===== src/rtl/pipelined_addsub_pkg.sv =====
// Shared ALU parameters and operation encoding for the ALU operation blocks.
package pipelined_addsub_pkg;

  localparam int ALU_WIDTH  = 32;
  localparam int ALU_STAGES = 4;

  typedef enum logic {
    OP_ADD = 1'b0,
    OP_SUB = 1'b1
  } addsub_op_e;

endpackage


===== src/rtl/pipelined_addsub_if.sv =====
// Operation/result handshake bundle for the pipelined adder-subtractor.
// master = producer/consumer side, slave = the arithmetic block.
interface pipelined_addsub_if
  import pipelined_addsub_pkg::*;
#(
  parameter int WIDTH = ALU_WIDTH
) ();

  logic             in_valid;
  logic             in_ready;
  logic [WIDTH-1:0] a;
  logic [WIDTH-1:0] b;
  logic             sub;
  logic             out_valid;
  logic             out_ready;
  logic [WIDTH-1:0] result;
  logic             cout;
  logic             overflow;
  logic             zero;

  modport master (
    output in_valid, a, b, sub, out_ready,
    input  in_ready, out_valid, result, cout, overflow, zero
  );

  modport slave (
    input  in_valid, a, b, sub, out_ready,
    output in_ready, out_valid, result, cout, overflow, zero
  );

endinterface


===== src/rtl/adder_segment.sv =====
// SEG-bit ripple adder built from 1-bit generate/propagate lookahead cells.
// Also exposes the carry into the top bit so the caller can derive signed overflow.
module adder_segment #(
  parameter int SEG = 8
) (
  input  logic [SEG-1:0] x,
  input  logic [SEG-1:0] y,
  input  logic           cin,
  output logic [SEG-1:0] sum,
  output logic           cout,
  output logic           cmsb
);

  logic [SEG-1:0] g;
  logic [SEG-1:0] p;
  logic [SEG:0]   c;

  assign g = x & y;
  assign p = x ^ y;

  // Ripple the carry through the per-bit lookahead cells
  always_comb begin
    c    = '0;
    c[0] = cin;
    for (int i = 0; i < SEG; i++) begin
      c[i+1] = g[i] | (p[i] & c[i]);
    end
  end

  assign sum  = p ^ c[SEG-1:0];
  assign cout = c[SEG];
  assign cmsb = c[SEG-1];

endmodule


===== src/rtl/pipelined_addsub.sv =====
// Pipelined adder/subtractor: each stage adds one SEG-bit segment (LSB first),
// with the untouched operand bits and finished result bits riding along in the
// stage registers. The last stage register is the registered output.
module pipelined_addsub
  import pipelined_addsub_pkg::*;
#(
  parameter int WIDTH  = ALU_WIDTH,
  parameter int STAGES = ALU_STAGES
) (
  input logic               clk,
  input logic               reset,
  pipelined_addsub_if.slave bus
);

  localparam int SEG = WIDTH / STAGES;

  logic                          advance;
  addsub_op_e                    op;
  logic [STAGES-1:0]             vld_q;
  logic [STAGES-1:0]             nxt_vld;
  logic [STAGES-1:0][WIDTH-1:0]  a_q;
  logic [STAGES-1:0][WIDTH-1:0]  b_q;
  logic [STAGES-1:0][WIDTH-1:0]  res_q;
  logic [STAGES-1:0][WIDTH-1:0]  nxt_a;
  logic [STAGES-1:0][WIDTH-1:0]  nxt_b;
  logic [STAGES-1:0][WIDTH-1:0]  nxt_res;
  logic [STAGES-1:0]             cy_q;
  logic [STAGES-1:0]             nxt_cy;
  logic [STAGES-1:0]             nxt_cmsb;
  logic                          ovf_q;
  logic                          zero_q;
  logic                          unused_bits;

  assign op = addsub_op_e'(bus.sub);

  // The whole pipe moves together; it only freezes when a finished result is
  // waiting on the consumer. Reset empties the pipe, so input is always open then.
  assign advance      = reset | ~vld_q[STAGES-1] | bus.out_ready;
  assign bus.in_ready = advance;

  for (genvar k = 0; k < STAGES; k++) begin : g_stage
    logic [WIDTH-1:0] op_a;
    logic [WIDTH-1:0] op_b;
    logic [WIDTH-1:0] prev_res;
    logic [WIDTH-1:0] merged;
    logic [SEG-1:0]   seg_sum;
    logic             cin;

    if (k == 0) begin : g_first
      // Stage 0 adds straight from the inputs; subtraction is A + ~B + 1
      assign op_a       = bus.a;
      assign op_b       = (op == OP_SUB) ? ~bus.b : bus.b;
      assign cin        = (op == OP_SUB);
      assign prev_res   = '0;
      assign nxt_vld[k] = bus.in_valid;
    end else begin : g_next
      assign op_a       = a_q[k-1];
      assign op_b       = b_q[k-1];
      assign cin        = cy_q[k-1];
      assign prev_res   = res_q[k-1];
      assign nxt_vld[k] = vld_q[k-1];
    end

    adder_segment #(.SEG(SEG)) u_seg (
      .x    (op_a[k*SEG +: SEG]),
      .y    (op_b[k*SEG +: SEG]),
      .cin  (cin),
      .sum  (seg_sum),
      .cout (nxt_cy[k]),
      .cmsb (nxt_cmsb[k])
    );

    // Drop this stage's segment sum into the partially built result
    always_comb begin
      merged                  = prev_res;
      merged[k*SEG +: SEG]    = seg_sum;
    end

    assign nxt_res[k] = merged;
    assign nxt_a[k]   = op_a;
    assign nxt_b[k]   = op_b;
  end

  // Advance every stage register in lockstep, or hold them all on backpressure
  always_ff @(posedge clk) begin
    if (reset) begin
      vld_q  <= '0;
      a_q    <= '0;
      b_q    <= '0;
      res_q  <= '0;
      cy_q   <= '0;
      ovf_q  <= 1'b0;
      zero_q <= 1'b0;
    end else if (advance) begin
      vld_q  <= nxt_vld;
      a_q    <= nxt_a;
      b_q    <= nxt_b;
      res_q  <= nxt_res;
      cy_q   <= nxt_cy;
      ovf_q  <= nxt_cy[STAGES-1] ^ nxt_cmsb[STAGES-1];
      zero_q <= (nxt_res[STAGES-1] == '0);
    end
  end

  assign bus.out_valid = vld_q[STAGES-1];
  assign bus.result    = res_q[STAGES-1];
  assign bus.cout      = cy_q[STAGES-1];
  assign bus.overflow  = ovf_q;
  assign bus.zero      = zero_q;

  // Operands in the final stage and lower-stage MSB carries have no consumer
  assign unused_bits = ^{a_q[STAGES-1], b_q[STAGES-1], nxt_cmsb};

endmodule


===== src/flat_wrapper.sv =====
// flat-port wrapper written by rule: the top's interface ports become plain ports
module pipelined_addsub_flat import pipelined_addsub_pkg::*;
#(
  parameter int WIDTH  = ALU_WIDTH,
  parameter int STAGES = ALU_STAGES
)
  (clk, reset, bus_in_valid, bus_a, bus_b, bus_sub, bus_out_ready, bus_in_ready, bus_out_valid, bus_result, bus_cout, bus_overflow, bus_zero);
  pipelined_addsub_if #(.WIDTH(WIDTH)) bus_i ();
  input logic clk;
  input logic reset;
  input wire logic [$bits(bus_i.in_valid)-1:0] bus_in_valid;
  input wire logic [$bits(bus_i.a)-1:0] bus_a;
  input wire logic [$bits(bus_i.b)-1:0] bus_b;
  input wire logic [$bits(bus_i.sub)-1:0] bus_sub;
  input wire logic [$bits(bus_i.out_ready)-1:0] bus_out_ready;
  output wire logic [$bits(bus_i.in_ready)-1:0] bus_in_ready;
  output wire logic [$bits(bus_i.out_valid)-1:0] bus_out_valid;
  output wire logic [$bits(bus_i.result)-1:0] bus_result;
  output wire logic [$bits(bus_i.cout)-1:0] bus_cout;
  output wire logic [$bits(bus_i.overflow)-1:0] bus_overflow;
  output wire logic [$bits(bus_i.zero)-1:0] bus_zero;
  assign bus_i.in_valid = bus_in_valid;
  assign bus_i.a = bus_a;
  assign bus_i.b = bus_b;
  assign bus_i.sub = bus_sub;
  assign bus_i.out_ready = bus_out_ready;
  assign bus_in_ready = bus_i.in_ready;
  assign bus_out_valid = bus_i.out_valid;
  assign bus_result = bus_i.result;
  assign bus_cout = bus_i.cout;
  assign bus_overflow = bus_i.overflow;
  assign bus_zero = bus_i.zero;
  pipelined_addsub #(.WIDTH(WIDTH), .STAGES(STAGES)) u_core (.clk(clk), .reset(reset), .bus(bus_i));
endmodule

===== config.mk =====
export PLATFORM = sky130hd
export DESIGN_NAME = pipelined_addsub_flat
export DESIGN_NICKNAME = d
export VERILOG_FILES = /design/src/rtl/pipelined_addsub_pkg.sv /design/src/rtl/pipelined_addsub_if.sv /design/src/rtl/adder_segment.sv /design/src/rtl/pipelined_addsub.sv /design/src/flat_wrapper.sv
export SDC_FILE = /design/constraint.sdc
export NUM_CORES = 1
export LEC_CHECK = 0
export CAP_MARGIN = 0
export CORE_MARGIN = 5
export CORE_UTILIZATION = 40
export DETAILED_ROUTE_END_ITERATION = 8
export PLACE_DENSITY_LB_ADDON = 0.15
export RECOVER_POWER = 100
export SETUP_SLACK_MARGIN = 0.3
export SYNTH_ARGS = -nofsm -noshare
export SYNTH_HDL_FRONTEND = slang
export SYNTH_HIERARCHICAL = 1
export SYNTH_SLANG_ARGS = --single-unit

===== constraint.sdc =====
create_clock -name clk -period 4.62 [get_ports clk]
set_clock_uncertainty 0.1 [all_clocks]
set_input_delay 0.924 -clock clk [delete_from_list [all_inputs] [get_ports clk]]
set_output_delay 0.924 -clock clk [all_outputs]
set_load 0.02 [all_outputs]

======== Word-level counts from Yosys, hierarchy flattened ========
Cells that the tools add are included.
storage, ports and cells
  bits in registers ....................... 282
  output and inout port bits .............. 37
  word-level logic and storage cells ...... 97
cells by class
  multiplexer cells ....................... 1
  bitwise operators ....................... 81
  reduce and logical (&&, ||, !) cells .... 1
operators by type and width
  cell               number
  8-bit bitwise XOR  8
  1-bit bitwise OR   34
  1-bit bitwise AND  32
  8-bit bitwise AND  4
  32-bit zero test   1
  32-bit 2-to-1 mux  1
  32-bit NOT         1
  1-bit NOT          1
  1-bit bitwise XOR  1

======== Logic depth before layout (Yosys ltp) ========
Gate-level depths: netlist (run 1).
  depth after elaboration ................. 19
  gate-level depth with buffers ........... 17

======== Hierarchy ========
The synthesis (run 1) kept the hierarchy.
modules (own cells, without submodules)
  module            times used  cells each  area an instance (um^2)  seq. area each (um^2)
  pipelined_addsub  1           831         6,736.5                  3,723.6
  adder_segment     4           18          197.7                    0.0

======== Least setup slack after synthesis (run 1) ========
Ideal clock, no wire load.
  path type ............................... input -> register
  from .................................... input port bus_sub
  to ...................................... register u_core.res_q, in the netlist u_core/g_stage[1].prev_res[7]
  data arrival time ....................... 4.408 ns
  data required time ...................... 4.450 ns
  setup slack ............................. 0.041 ns
  cell stages on the path ................. 17
  path through ............................ buf_2 buf_4 xor2_1 inv_1 fa_1 inv_1 fa_1 fa_1 fa_1 fa_1 fa_1 inv_1 fa_1 inv_1 fa_1 nand2_1 a21oi_1
on the way
  word-level cells in the longest chain between the ends .. 17
  elaborated cells between the ends (all ways) .. 18
  classes of those cells .................. 1 x mux; 17 x bitwise
ends and longest elaborated chain
  element                                 RTL line                source
  from (decl)                             flat_wrapper.sv:14      input wire logic [$bits(bus_i.sub)-1:0] bus_sub;
  32-bit 2-to-1 mux *                     pipelined_addsub.sv:52  assign op_b = (op == OP_SUB) ? ~bus.b : bus.b;
  named net u_core.g_stage[0].op_b[0]     pipelined_addsub.sv:43  logic [WIDTH-1:0] op_b;
  8-bit bitwise XOR                       adder_segment.sv:19     assign p = x ^ y;
  1-bit bitwise AND                       adder_segment.sv:26     c[i+1] = g[i] | (p[i] & c[i]);
  1-bit bitwise OR *                      adder_segment.sv:26
  1-bit bitwise AND *                     adder_segment.sv:26
  1-bit bitwise OR *                      adder_segment.sv:26
  1-bit bitwise AND *                     adder_segment.sv:26
  (+4 left out)                           -
  1-bit bitwise OR *                      adder_segment.sv:26
  1-bit bitwise AND *                     adder_segment.sv:26
  1-bit bitwise OR *                      adder_segment.sv:26
  1-bit bitwise AND *                     adder_segment.sv:26
  1-bit bitwise OR *                      adder_segment.sv:26
  named net u_core.nxt_cmsb[0]            pipelined_addsub.sv:29  logic [STAGES-1:0] nxt_cmsb;
  8-bit bitwise XOR *                     adder_segment.sv:30     assign sum = p ^ c[SEG-1:0];
  named net u_core.g_stage[0].seg_sum[7]  pipelined_addsub.sv:46  logic [SEG-1:0] seg_sum;
  to (signal assigned)                    pipelined_addsub.sv:98  res_q <= nxt_res;
  to (decl)                               pipelined_addsub.sv:23  logic [STAGES-1:0][WIDTH-1:0] res_q;
The timed path passes the listed nets; every way through them passes the cells marked *.
A chain may end at the register's enable or synchronous reset.

======== Final worst setup path (run 1) ========
  from .................................... input port bus_a[0]
  to ...................................... register u_core.res_q, in the netlist u_core/g_stage[1].prev_res[7]
on the way
  word-level cells in the longest chain between the ends .. 16
  elaborated cells between the ends (all ways) .. 17
  classes of those cells .................. 17 x bitwise
ends and longest elaborated chain
  element                                 RTL line                source
  from (decl)                             flat_wrapper.sv:12      input wire logic [$bits(bus_i.a)-1:0] bus_a;
  8-bit bitwise XOR                       adder_segment.sv:19
  1-bit bitwise AND                       adder_segment.sv:26
  1-bit bitwise OR *                      adder_segment.sv:26
  1-bit bitwise AND *                     adder_segment.sv:26
  1-bit bitwise OR *                      adder_segment.sv:26
  1-bit bitwise AND *                     adder_segment.sv:26
  1-bit bitwise OR *                      adder_segment.sv:26
  1-bit bitwise AND *                     adder_segment.sv:26
  (+2 left out)                           -
  1-bit bitwise OR *                      adder_segment.sv:26
  1-bit bitwise AND *                     adder_segment.sv:26
  1-bit bitwise OR *                      adder_segment.sv:26
  1-bit bitwise AND *                     adder_segment.sv:26
  1-bit bitwise OR *                      adder_segment.sv:26
  named net u_core.nxt_cmsb[0]            pipelined_addsub.sv:29
  8-bit bitwise XOR *                     adder_segment.sv:30
  named net u_core.g_stage[0].seg_sum[7]  pipelined_addsub.sv:46
Marked as above.

==> results.sh, run 1 <==
export IMPL_post_dp_hpwl_um=10780
export IMPL_critPathCaptureType="flip-flop"
export IMPL_seq_area_frac_synth_pct=49.47
export IMPL_yosysWarnings=6
export IMPL_postCtsSetupBuffers=0
export IMPL_p_switching_uw=865.2
export IMPL_synth_area_leaders="dfxtp_1 (49%), nand2_1 (16%), a21oi_1 (11%), fa_1 (8.5%), xnor2_1 (2.9%)"
export IMPL_vdd_drop_max_v=0.0002597
export IMPL_ys_types=20
export IMPL_p_int_uw=2748
export IMPL_mostFrequentLayoutCell="nand2_1"
export IMPL_wirelength_um=16270
export IMPL_crit_fanout=1
export IMPL_drtPass1Iterations=4
export IMPL_fin_nets=1073
export IMPL_clock_latency_ns=0.42
export IMPL_grt_pass1_vias=5216
export IMPL_clock_path_buffers=2
export IMPL_syn_avg_cell_area_um2=8.336
export IMPL_slowest_stage="fa_1"
export IMPL_grt_ovfl_total=0
export IMPL_switching_share_pct=23.95
export IMPL_reg2regPathDepth=15
export IMPL_holdPathStages=2
export IMPL_die_h_um=147.2
export IMPL_h_tree_depth=4
export IMPL_portBuffers=105
export IMPL_max_cap_violations=2
export IMPL_hold_end="u_core/bus.result[27]"
export IMPL_boundaryPins=106
export IMPL_cts_tree="built"
export IMPL_finalSetupViolations=0
export IMPL_leakage_uw=0.003681
export IMPL_dp_cells=1187
export IMPL_hp_class="reg2reg"
export IMPL_layout_setup_ws_ns=0.4906
export IMPL_cts_resized=0
export IMPL_worst_setup_path_start_kind="input port"
export IMPL_violations="capacitance limit, slew limit"
export IMPL_post_synth_top_area_cell="dfxtp_1"
export IMPL_cts_buffers=17
export IMPL_grt_pass1_wl_um=27010
export IMPL_gp_congestion=0.7564
export IMPL_yosysTopAreaCellShare_pct=49.47
export IMPL_cp_common_cell="fa_2"
export IMPL_critPathArrivalTime_ns=4.37
export IMPL_powerDensity_nw_per_um2=391.3
export IMPL_r2r_end="u_core/bus.zero"
export IMPL_rows=50
export IMPL_antenna_found_initial=0
export IMPL_grt_max_degree=96
export IMPL_n_antenna_cell=0
export IMPL_r2r_start="u_core/g_stage[3].op_b[24]"
export IMPL_min_period_ns=4.129
export IMPL_fin_util_pct=49.53
export IMPL_cts_hold_buf=0
export IMPL_route_detailed_drc=0
export IMPL_critPathKind="in2reg"
export IMPL_min_from="u_core/bus.result[27]"
export IMPL_die_w_um=147.2
export IMPL_track_usage_pct=15.19
export IMPL_syn2layout_area_growth_pct=22.67
export IMPL_max_freq_mhz=242.2
export IMPL_tightest_slew_ns=2.633
export IMPL_wl_per_cell_um=13.35
export IMPL_synth_cells=903
export IMPL_stdcell_count=1219
export IMPL_clkPwrFrac_pct=40.5
export IMPL_cts_clk_slew_worst_paths_ns=0.06
export IMPL_ant_nets=0
export IMPL_worstPathRequired_ns=4.86
export IMPL_tns_ns=0
export IMPL_start_util_pct=40.38
export IMPL_ys_seq_elements=186
export IMPL_syn_num_nets=1004
export IMPL_routed_via_density=4.599
export IMPL_n_fill_cell=1859
export IMPL_path_cells="clkdlybuf4s50_1, inv_1, fa_2, inv_2, fa_2, fa_2, fa_2, fa_2, fa_2, inv_2, fa_2, inv_1, fa_1, nand2_1, a21oi_1"
export IMPL_pre_cts_ws_ns=-0.05104
export IMPL_status="finished with violations"
export IMPL_hold_viol=0
export IMPL_layout_common_cells="nand2_1 (318), dfxtp_1 (186), a21oi_1 (159)"
export IMPL_slew_headroom_pct=-75.51
export IMPL_drt_initial_drc_count=400
export IMPL_drive_gt1_share_pct=5.279
export IMPL_netlist_area_um2=7527
export IMPL_power_share_combinational_pct=10.3
export IMPL_core_area_um2=18640
export IMPL_cts_sinks=186
export IMPL_rsz0062_at_grt="no"
export IMPL_r2r_slack_ns=0.54
export IMPL_cts_root_buf="clkbuf_16"
export IMPL_via_count=5606
export IMPL_cp_top_family="adder cells"
export IMPL_die_area_um2=21660
export IMPL_crit_buf_inv=5
export IMPL_p_seq_share_pct=49.2
export IMPL_timing_final_crit_share_pct=89.38
export IMPL_slowest_delay_ns=0.47
export IMPL_slew_violations=159
[stage by stage]
| stage | hold slack [ns] | total power, uW | cell area [um2] |
|---|---|---|---|
| after floorplan | 0.3319 | 2033 | 7541 |
| after global placement | 0.3393 | 2187 | 8642 |
| after detailed placement | 0.3431 | 2191 | 8642 |
| after CTS | 0.3519 | 3658 | 9241 |
| after global routing | 0.3653 | 3790 | 9234 |
| final | 0.3459 | 3613 | 9234 |
[cell usage after synthesis]
cell / count
buf_2: 36
nand2_1: 318
xnor2_1: 25
buf_1: 3
nor2b_1: 1
nand2b_1: 2
a21oi_1: 159
clkbuf_1: 13
inv_1: 41
nand4_1: 1
buf_4: 14
fa_1: 32
nor3_1: 1
dfxtp_1: 186
nor2_1: 28
nor4_1: 7
xor2_1: 8
nand3_1: 2
o32ai_1: 1
a211oi_1: 25
[power by group through the flow]
stage	Sequential, uW	Clock (uW)	Combinational (uW)
after floorplan	1810	0	224
after global placement	1810	0	376
after detailed placement	1810	0	377
after CTS	1780	1500	381
after global routing	1790	1570	428
final	1780	1460	373
[logic make-up after synthesis]
family,after synthesis,share of synthesized area (%)
flops,186,49.47
buf+inv,107,6.632
fa+ha+maj,32,8.511
simple gates,360,18.37
compound gates,185,13.18
xor+xnor,33,3.840
[state kept, by name, indices dropped and copies added, names as in the netlist]
register                 cells
u_core/cy_q                  4
u_core/g_stage.op_a         48
u_core/bus.overflow          1
u_core/bus.result           32
u_core/vld_q                 4
u_core/g_stage.prev_res     48
u_core/g_stage.op_b         48
u_core/bus.zero              1
[worst max path at each step]
stage	slack, ns	end	startpoint	cells past startpoint
final	0.49	u_core/g_stage[1].prev_res[7]	bus_a[0]	15
after floorplan	0.21	u_core/g_stage[1].prev_res[7]	bus_sub	17
after detailed placement	-0.05	u_core/g_stage[1].prev_res[7]	bus_b[0]	16
after global routing	0.20	u_core/g_stage[1].op_b[12]	bus_out_ready	5
after global placement	0.002	u_core/g_stage[1].prev_res[7]	bus_b[0]	16
after CTS	0.39	u_core/g_stage[1].prev_res[7]	bus_b[0]	16
[area by class of cell]
class / count / area [um2] / area share (%)
inverters: 41 / 153.9 / 1.667
well taps: 234 / 292.8 / 3.171
flip-flops and latches: 186 / 3724 / 40.33
multi-input cells: 610 / 3329 / 36.06
clock buffers: 22 / 484.2 / 5.244
repair buffers: 116 / 1135 / 12.29
clock inverters: 10 / 115.1 / 1.247
[tightest hold or removal path, cell delays in order, from the launching register on]
cell and delay (ns):
dfxtp_1 0.30, nand2_1 0.05, a21oi_1 0.05
[layer usage]
layer | routed length (um) | track usage [%] | up-vias
li1 | - | - | 3011
met1 | 8784 | 24.23 | 2479
met2 | 6602 | 19.79 | 107
met3 | 730 | 3.516 | 9
met4 | 156 | 4.893 | 0
met5 | 0 | 0 | -
(Power assumes the default switching activity.)
==> run 2: changes to the inputs <==
- CORE_MARGIN: 5 -> 2
- CORE_UTILIZATION: 40 -> 49
==> run 2 against run 1 <==
Net effect:
- the flow still finishes with violations (capacitance limit, slew limit)
- largest power group unchanged
- die area fell by 24%
- critical path depth rose by 1
- critical path type unchanged
- first-iteration DRC count rose by 22%
- via count rose by 1.4%
- total power fell by 0.94%
- clock power barely moved
==> results.sh, run 2 (synthesis gave the netlist of run 1 again) <==
export IMPL_rsz0062_at_grt="yes"
export IMPL_tightest_slew_ns=2.524
export IMPL_max_freq_mhz=233.6
export IMPL_hold_end="u_core/bus.result[2]"
export IMPL_wl_per_cell_um=12.99
export IMPL_reg2regPathDepth=15
export IMPL_cts_tree="built"
export IMPL_grt_max_degree=112
export IMPL_wirelength_um=15210
export IMPL_r2r_slack_ns=0.48
export IMPL_cts_sinks=186
export IMPL_rows=45
export IMPL_routed_via_density=4.856
export IMPL_max_cap_violations=2
export IMPL_antenna_found_initial=0
export IMPL_via_count=5686
export IMPL_slew_headroom_pct=-68.28
export IMPL_clkPwrFrac_pct=40.0
export IMPL_clock_latency_ns=0.42
export IMPL_slew_violations=117
export IMPL_portBuffers=105
export IMPL_hold_viol=0
export IMPL_fin_nets=1072
export IMPL_h_tree_depth=4
export IMPL_post_dp_hpwl_um=9950
export IMPL_layout_common_cells="nand2_1 (318), dfxtp_1 (186), a21oi_1 (159)"
export IMPL_mostFrequentLayoutCell="nand2_1"
export IMPL_fin_util_pct=60.66
export IMPL_stdcell_count=1171
export IMPL_die_h_um=127.9
export IMPL_n_antenna_cell=0
export IMPL_worst_setup_path_start_kind="input port"
export IMPL_cts_hold_buf=0
export IMPL_start_util_pct=49.88
export IMPL_drt_initial_drc_count=486
export IMPL_p_int_uw=2744
export IMPL_violations="capacitance limit, slew limit"
export IMPL_gp_congestion=0.7276
export IMPL_track_usage_pct=19.36
export IMPL_die_w_um=127.9
export IMPL_power_share_combinational_pct=10.4
export IMPL_critPathArrivalTime_ns=4.53
export IMPL_p_seq_share_pct=49.6
export IMPL_ant_nets=0
export IMPL_grt_pass1_wl_um=25340
export IMPL_boundaryPins=106
export IMPL_grt_ovfl_total=0
export IMPL_cts_root_buf="clkbuf_16"
export IMPL_status="finished with violations"
export IMPL_r2r_start="u_core/g_stage[3].op_b[24]"
export IMPL_die_area_um2=16370
export IMPL_worstPathRequired_ns=4.87
export IMPL_min_period_ns=4.281
export IMPL_min_from="u_core/bus.result[2]"
export IMPL_critPathKind="in2reg"
export IMPL_leakage_uw=0.003661
export IMPL_r2r_end="u_core/bus.zero"
export IMPL_critPathCaptureType="flip-flop"
export IMPL_switching_share_pct=23.33
export IMPL_n_fill_cell=1440
export IMPL_finalSetupViolations=0
export IMPL_vdd_drop_max_v=0.0002771
export IMPL_holdPathStages=2
export IMPL_core_area_um2=15090
export IMPL_p_switching_uw=834.9
export IMPL_drtPass1Iterations=5
export IMPL_drive_gt1_share_pct=4.273
export IMPL_route_detailed_drc=0
export IMPL_crit_fanout=1
export IMPL_dp_cells=1140
export IMPL_cts_clk_slew_worst_paths_ns=0.07
export IMPL_timing_final_crit_share_pct=92.66
export IMPL_grt_pass1_vias=5153
export IMPL_power_total_uw=3579
export IMPL_syn2layout_area_growth_pct=21.59
export IMPL_cts_buffers=17
export IMPL_hp_class="reg2reg"
export IMPL_tns_ns=0
export IMPL_clock_path_buffers=2
export IMPL_powerDensity_nw_per_um2=391.0
run 2: cell count changes in the layout (fill, tap and decap cells not counted), sizes merged:
cell	delta
dlymetal6s2s	-1
clkinvlp	+1
clkinv	-4
inv	-1
clkdlybuf4s50	+1
clkbuf	+2
run 2: area by class of cell:
class | count | area, um2 | share of cell area (%)
inverters | 41 | 153.9 | 1.681
multi-input cells | 610 | 3319 | 36.27
well taps | 188 | 235.2 | 2.570
clock buffers | 25 | 495.5 | 5.414
clock inverters | 6 | 87.58 | 0.9569
repair buffers | 115 | 1137 | 12.43
flip-flops and latches | 186 | 3724 | 40.68
run 2: metal layers:
layer / global-route usage (%) / wire length (um) / vias to the layer above
li1: - / - / 3014
met1: 29.81 / 8011 / 2537
met2: 26.68 / 6245 / 119
met3: 4.257 / 744 / 16
met4: 6.593 / 209 / 0
met5: 0 / 0 / -
run 2: timing repair:
item,4_1_cts,5_1_grt
gates resized for setup,0,3
setup endpoints to repair,0,3
setup buffers,0,0
run 2: stage by stage:
stage / hold WS, ns / area (um2) / setup WS, ns
after floorplan: 0.3319 / 7541 / 0.2124
final: 0.3441 / 9153 / 0.3391
after global placement: 0.3373 / 8589 / -0.02449
after global routing: 0.3681 / 9153 / 0.1515
after CTS: 0.3507 / 9173 / 0.3798
after detailed placement: 0.3423 / 8589 / -0.04553
run 2: power by group through the flow:
stage	Combinational [uW]	Clock [uW]	Sequential [uW]
6_report	371	1430	1780
5_1_grt	421	1520	1790
4_1_cts	380	1460	1780
3_5_place_dp	376	0	1810
3_3_place_gp	373	0	1810
2_1_floorplan	224	0	1810
run 2: worst max-delay path by stage:
| stage | start | end | slack [ns] | depth (start not counted) |
|---|---|---|---|---|
| after global routing | bus_b[0] | u_core/g_stage[1].prev_res[7] | 0.15 | 16 |
| after detailed placement | bus_b[0] | u_core/g_stage[1].prev_res[7] | -0.05 | 16 |
| after global placement | bus_b[0] | u_core/g_stage[1].prev_res[7] | -0.02 | 16 |
| after CTS | u_core/g_stage[3].op_b[24] | u_core/bus.zero | 0.38 | 15 |
| after floorplan | bus_sub | u_core/g_stage[1].prev_res[7] | 0.21 | 17 |
| final | bus_b[0] | u_core/g_stage[1].prev_res[7] | 0.34 | 16 |
run 2: critical path: stages:
cell and delay [ns]:
clkdlybuf4s50_1 0.41, xor2_1 0.14, inv_1 0.07, fa_1 0.17, inv_1 0.05, fa_2 0.33
fa_1 0.38, fa_1 0.39, fa_2 0.35, fa_2 0.35, inv_2 0.06, fa_1 0.15
inv_1 0.05, fa_1 0.48, nand2_1 0.05, a21oi_1 0.18
